`config.mk`:
```
export PLATFORM = sky130hd
export DESIGN_NAME = puf_response_voter
export DESIGN_NICKNAME = d
export VERILOG_FILES = /design/src/rtl/puf_response_voter.sv
export SDC_FILE = /design/constraint.sdc
export NUM_CORES = 1
export LEC_CHECK = 0
export BUFFER_PORTS_ARGS = -buffer_cell sky130_fd_sc_hd__buf_2
export CAP_MARGIN = 20
export CELL_PAD_IN_SITES_DETAIL_PLACEMENT = 0
export CELL_PAD_IN_SITES_GLOBAL_PLACEMENT = 2
export CORE_MARGIN = 4
export CORE_UTILIZATION = 35
export DETAILED_ROUTE_END_ITERATION = 6
export HOLD_SLACK_MARGIN = 0.03
export PLACE_DENSITY_LB_ADDON = 0.1
export SYNTH_ARGS = -nofsm -noshare
export SYNTH_HDL_FRONTEND = slang
export SYNTH_SLANG_ARGS = --single-unit
```
`constraint.sdc`:
```
create_clock -name clk -period 9.3 [get_ports clk]
set_clock_uncertainty 0.1 [all_clocks]
set_input_delay 0.465 -clock clk [delete_from_list [all_inputs] [get_ports clk]]
set_output_delay 0.465 -clock clk [all_outputs]
set_load 0.03 [all_outputs]
```
`src/rtl/puf_response_voter.sv`:
```
// Majority voter that turns NUM_SAMPLES noisy PUF captures into a stable 64-bit key.
// Optional macro PUF_STABILITY_CHECK_EN adds the unstable_count output.
module puf_response_voter #(
  parameter int unsigned NUM_SAMPLES   = 7,
  parameter int unsigned SETTLE_CYCLES = 4
) (
  input  logic        clk,
  input  logic        rst,
  input  logic        start,
  input  logic [1:0]  challenge,
  input  logic [63:0] puf_response,
  output logic        puf_enable,
  output logic [1:0]  puf_control,
  output logic [63:0] key,
  output logic        key_valid,
`ifdef PUF_STABILITY_CHECK_EN
  output logic [6:0]  unstable_count,
`endif
  output logic        busy
);

  localparam int unsigned KEY_W    = 64;
  localparam int unsigned CNT_W    = 4;
  localparam int unsigned SETTLE_W = 4;
  localparam int unsigned SAMPLE_W = 4;
  localparam int unsigned HALF     = NUM_SAMPLES / 2;

  typedef enum logic [1:0] {IDLE, ARM, CAPTURE, DONE} state_t;

  state_t              state_q, state_d;
  logic [SETTLE_W-1:0] settle_q, settle_d;
  logic [SAMPLE_W-1:0] sample_q, sample_d;
  logic [CNT_W-1:0]    cnt_q [KEY_W];
  logic [CNT_W-1:0]    tally [KEY_W];
  logic                clr, cap;
  logic [1:0]          ctrl_d;
  logic [KEY_W-1:0]    key_d;
`ifdef PUF_STABILITY_CHECK_EN
  logic [6:0]          unst_d;
`endif

  // Next state, counter control and next values of the registered outputs
  always_comb begin
    state_d  = state_q;
    settle_d = settle_q;
    sample_d = sample_q;
    ctrl_d   = puf_control;
    key_d    = key;
    clr      = 1'b0;
    cap      = 1'b0;
`ifdef PUF_STABILITY_CHECK_EN
    unst_d   = unstable_count;
`endif
    // tally includes the response being captured this cycle, so DONE sees the final vote
    for (int i = 0; i < KEY_W; i++) begin
      tally[i] = cnt_q[i] + CNT_W'(puf_response[i]);
    end
    case (state_q)
      IDLE: begin
        if (start) begin
          state_d  = ARM;
          ctrl_d   = challenge;
          clr      = 1'b1;
          settle_d = '0;
          sample_d = '0;
        end
      end
      ARM: begin
        settle_d = settle_q + SETTLE_W'(1);
        if (settle_q == SETTLE_W'(SETTLE_CYCLES - 1)) begin
          state_d = CAPTURE;
        end
      end
      CAPTURE: begin
        cap      = 1'b1;
        settle_d = '0;
        sample_d = sample_q + SAMPLE_W'(1);
        if (sample_q == SAMPLE_W'(NUM_SAMPLES - 1)) begin
          state_d = DONE;
          for (int i = 0; i < KEY_W; i++) begin
            key_d[i] = (tally[i] > CNT_W'(HALF));
          end
`ifdef PUF_STABILITY_CHECK_EN
          unst_d = '0;
          for (int i = 0; i < KEY_W; i++) begin
            if ((tally[i] != '0) && (tally[i] != CNT_W'(NUM_SAMPLES))) begin
              unst_d = unst_d + 7'd1;
            end
          end
`endif
        end else begin
          state_d = ARM;
        end
      end
      DONE: begin
        state_d = IDLE;
      end
      default: begin
        state_d = IDLE;
      end
    endcase
  end

  // State, counters and registered outputs
  always_ff @(posedge clk or posedge rst) begin
    if (rst) begin
      state_q     <= IDLE;
      settle_q    <= '0;
      sample_q    <= '0;
      puf_enable  <= 1'b0;
      puf_control <= 2'b00;
      key         <= '0;
      key_valid   <= 1'b0;
      busy        <= 1'b0;
`ifdef PUF_STABILITY_CHECK_EN
      unstable_count <= '0;
`endif
      for (int i = 0; i < KEY_W; i++) begin
        cnt_q[i] <= '0;
      end
    end else begin
      state_q     <= state_d;
      settle_q    <= settle_d;
      sample_q    <= sample_d;
      puf_enable  <= (state_d == ARM);
      puf_control <= ctrl_d;
      key         <= key_d;
      key_valid   <= (state_d == DONE);
      busy        <= (state_d != IDLE);
`ifdef PUF_STABILITY_CHECK_EN
      unstable_count <= unst_d;
`endif
      for (int i = 0; i < KEY_W; i++) begin
        if (clr) begin
          cnt_q[i] <= '0;
        end else if (cap) begin
          cnt_q[i] <= tally[i];
        end
      end
    end
  end

endmodule

```
Word-level counts from Yosys, hierarchy flattened
Index checks and enable logic that the tools add are counted.
{"block": "op_classes", "add_sub_neg": 66, "order_cmp": 64, "n_eq_ne": 8, "muxes": 138, "n_reduce_logical": 9}
{"operator": "4-bit two-way mux", "n": 129}
{"operator": "4-bit by 1-bit adder with 4-bit output", "n": 64}
{"operator": "4-bit by 2-bit greater-than comparator with 1-bit output (second input constant)", "n": 64}
{"operator": "4-bit case mux with 3 select lines", "n": 1}
{"operator": "4-bit by 1-bit adder with 4-bit output (second input constant)", "n": 2}
{"operator": "2-bit case mux with 4 select lines", "n": 1}
{"operator": "4-bit case mux with 2 select lines", "n": 1}
{"operator": "2-bit AND reduction", "n": 4}
{"operator": "2-bit equality test (second input constant)", "n": 3}
{"operator": "2-bit two-way mux", "n": 3}
{"operator": "2-bit nonzero test", "n": 3}
{"operator": "2-bit by 1-bit equality test with 1-bit output (second input constant)", "n": 2}
{"operator": "4-bit by 2-bit equality test with 1-bit output (second input constant)", "n": 1}
{"operator": "4-bit by 3-bit equality test with 1-bit output (second input constant)", "n": 1}
{"operator": "1-bit two-way mux", "n": 3}
{"operator": "3-bit nonzero test", "n": 1}
{"operator": "2-bit zero test", "n": 1}
{"operator": "2-bit inequality test (second input constant)", "n": 1}
{"block": "word_totals", "regBits": 335, "in_bits": 69, "out_inout_bits": 69}

Longest topological paths before layout
{"block": "depth", "ltp_word": 4, "mapped_depth": 9, "ltp_nobuf": 6}

Least setup slack after synthesis
No wires, ideal clock.
{"block": "synth_path", "path_kind": "register to register", "start": "register state_q[0]", "end": "register key[19]", "arrival_time_ps": 1699, "slack_ps": 7381, "path_stages_with_launch": 9, "period_less_slack_ps": 1919, "cell_sequence": "dfrtp_1 > buf_6 > nand2b_1 > clkbuf_1 > or3_1 > clkbuf_1 > buf_6 > buf_2 > a22o_1"}
{"block": "synth_via", "elab_chain_len": 2}
{"element": "start, declared", "line_no": "30", "rtl": "state_t state_q, state_d;"}
{"element": "start signal, assigned", "line_no": "122", "rtl": "state_q <= state_d;"}
{"element": "2-bit equality test", "line_no": "58", "rtl": "case (state_q)"}
{"element": "2-bit AND reduction (no source line)"}
{"element": "end signal, assigned", "line_no": "127", "rtl": "key <= key_d;"}
{"element": "end, declared", "line_no": "14", "rtl": "output logic [63:0] key,"}
No other way between the ends.
A chain may end at the register's enable or synchronous reset.

Worst setup path in the final report
{"block": "layout_path", "start": "register state_q[0]", "end": "register key[46]"}
Same word-level chain as after synthesis.

==> impl_metrics.json <==
{
  "outcome": "complete, no violations",
  "crit_arrival_ns": 3.82,
  "vias": 12824,
  "overflow": 0,
  "comb_power_share_pct": 19.6,
  "dp_hpwl_um": 22960,
  "met2_usage_pct": 24.94,
  "clkLatencyLatePin_ns": 0.56,
  "postCtsResizedCells": 0,
  "coreArea_mm2": 0.04695,
  "finalHoldViolCount": 0,
  "grt_pass1_vias": 12779,
  "synth_edf_count": 0,
  "swShare_pct": 30.69,
  "syn_to_final_growth_pct": 15.33,
  "power.net_switching_w": 0.001283,
  "drive_above_1_share_pct": 12.99,
  "clock_sinks": 335,
  "antenna_cells": 0,
  "die_h_um": 226.6,
  "port_buffers": 137,
  "initial_core_util_pct": 35.64,
  "busiest_layer": "met2",
  "total_power_w": 0.004181,
  "ys_types": 28,
  "gp_congestion": 0.7275,
  "cts.htree.levels": 2,
  "fin_nets": 1964,
  "grt_start_max_net_pins": 148,
  "grt.total_usage_pct": 15.75,
  "synthFlopType": "dfrtp_1",
  "tightestPinTransition_ns": 1.074,
  "power_frac_seq_pct": 42.7,
  "cts_made_buffers": 42,
  "fin_crit_sh_pct": 37.38,
  "firstDrtPassIters": 5,
  "synth_top_area_share_pct": 50.10,
  "antenna_found_initial": 2,
  "fmax_mhz": 287.6,
  "ioPinCount": 138,
  "crit_fanout": 68,
  "ir_worst_vdd_v": 0.0001285,
  "die_w_um": 226.6,
  "cts_root_buf": "clkbuf_16",
  "power.density_mw_per_mm2": 216.6,
  "syn_area_per_cell_um2": 10.10,
  "ys_ff_latch": 335,
  "clkTransAtPathRegs_ns": 0.06,
  "first_iter_violations": 678,
  "cp-start-kind": "register",
  "vias_per_cell": 5.341,
  "dieArea_mm2": 0.05137,
  "synth.area.top_cells": "dfrtp_1 50%, ha_1 9.8%, a22o_1 9.4%",
  "yosys_warnings": 0,
  "yosysMostFrequentCell": "dfrtp_1",
  "holdCritPathClass": "in -> reg",
  "min_period_ns": 3.477,
  "grt_pass1_wl_um": 66840,
  "grt_use_met3_pct": 3.560,
  "p_leak_nw": 9.704,
  "yosysTopAreaCell": "dfrtp_1",
  "drv_slew": 0,
  "cts_buffer_depth": 3,
  "synth_common_cells": "335 x dfrtp_1, 264 x o21ai_0, 182 x nand2_1",
  "final-setup-viol-count": 0,
  "drcViolationCount": 0,
  "drv_cap": 0,
  "synth_async_sr_flop_share_pct": 100.0,
  "syn_area_mm2": 0.01673,
  "rows": 79,
  "wl_um": 40030,
  "p_int_w": 0.002897,
  "grt_use_met1_pct": 22.11,
  "cts_tree": "done",
  "crit_path_end_kind": "register",
  "seq_area_frac_synth_pct": 50.10,
  "drt-wirelength-per-cell_um": 16.67,
  "synth_fp_nets": 1856,
  "ant_nets": 0,
  "critPathRequiredTime_ns": 9.64,
  "syn_inst": 1656,
  "clockPowerShare_pct": 37.7,
  "rsz0062_at_grt": "no",
  "final_util_pct": 41.10,
  "tns_ns": 0,
  "relSlewSlack_pct": 28.28,
  "crit_type": "reg -> reg"
}
## final timing paths
path | startpoint | endpoint | slack (ns) | cells past startpoint
setup / recovery | state_q[0]$_DFF_PP0_ | key[46]$_DFFE_PP0P_ | 5.82 | 5
setup reg to reg | state_q[0]$_DFF_PP0_ | key[46]$_DFFE_PP0P_ | 5.82 | 5
min in group asynchronous | rst | cnt_q[21]$_DFFE_PP0P_ | 0.49 | 3
hold reg to reg | key[61]$_DFFE_PP0P_ | key[61]$_DFFE_PP0P_ | 0.37 | 1
hold / removal | puf_response[53] | cnt_q[40]$_DFFE_PP0P_ | 0.15 | 3
max in group asynchronous | rst | cnt_q[95]$_DFFE_PP0P_ | 6.59 | 5
## registers in the layout, indices dropped and copies added (netlist names)
| signal | flops |
|---|---|
| cnt_q | 256 |
| key | 64 |
| sample_q | 4 |
| settle_q | 4 |
| puf_control | 2 |
| state_q | 2 |
| busy | 1 |
| key_valid | 1 |
| puf_enable | 1 |
## through the flow
step	hold WS (ns)	std cells	setup WS, ns	area (µm²)
floorplan	0.3662	1656	4.258	16740
global placement	0.3574	2323	5.766	17910
detailed placement	0.3609	2323	5.677	17910
CTS	0.09946	2400	5.694	19270
global route	0.1182	2401	5.467	19300
finish	0.1476	2401	5.823	19300
## layer usage
metal  share of wire, %  wire length (µm)
met1                 49             19750
met2                 44             17800
met3                4.4              1763
met4                1.7               698
met5              0.060                24
## placed cells by master (no fill, tap or decap), types with 2 or more instances in the layout
master         instances
nor2_1               165
o21bai_1              49
dlygate4sd3_1          3
a31oi_1               64
ha_1                 131
nor3_1                17
nand4_1               15
clkinv_2               8
a311oi_2              15
clkbuf_16             45
nand3_1                2
dfrtp_1              335
mux2_2                 2
nand2b_1               3
a21oi_1               49
xor2_1                15
inv_1                  4
buf_2                137
a21o_1                17
a22o_1               179
clkbuf_1              13
and3_1                49
buf_4                 11
clkbuf_8               8
nand2_1              182
o31ai_1                2
o21ai_0              264
## logic make-up (layout without fill, tap and decap cells)
| group | Yosys count | count (layout) | synth area share [%] |
|---|---|---|---|
| AOI/OAI and AO/OA | 640 | 640 | 25.57 |
| xor gates and xnor gates | 15 | 15 | 0.7852 |
| and+or+nand+nor | 438 | 438 | 11.05 |
| buffers and inverters | 94 | 232 | 2.505 |
| adders and majority gates | 131 | 131 | 9.796 |
| DFF | 335 | 335 | 50.10 |
| muxes | 3 | 3 | 0.1944 |
## timing repair
action | CTS | global route
setup buffers | 0 | 0
endpoints found under the setup margin | 0 | 0
hold buffers | 3 | 0
hold endpoints to repair | 31 | 0
## worst max-delay path: stages (launching register included)
cell,delay [ns]
dfrtp_1,0.51
nand2b_4,0.72
or3_4,0.88
buf_4,0.78
a31oi_1,0.09
a22o_1,0.24
## area by class of cell
cell class                 instances  area, µm²
fill                            4518      27650
sequential                       335       8383
multi-input combinational       1227       7961
clock buffer                      66       1285
timing repair buffer             153      845.8
tap                              607      759.5
clock inverter                     8      40.04
inverter                           5      22.52
## power by group through the flow
stage,clock network (W),registers (W),logic (W)
floorplan,0,0.00184,0.000547
global placement,0,0.00180,0.000823
global route,0.00170,0.00181,0.000949
detailed placement,0,0.00181,0.000834
CTS,0.00165,0.00179,0.000842
finish,0.00158,0.00178,0.000820
Note: power is estimated with default switching activity, not from simulation.
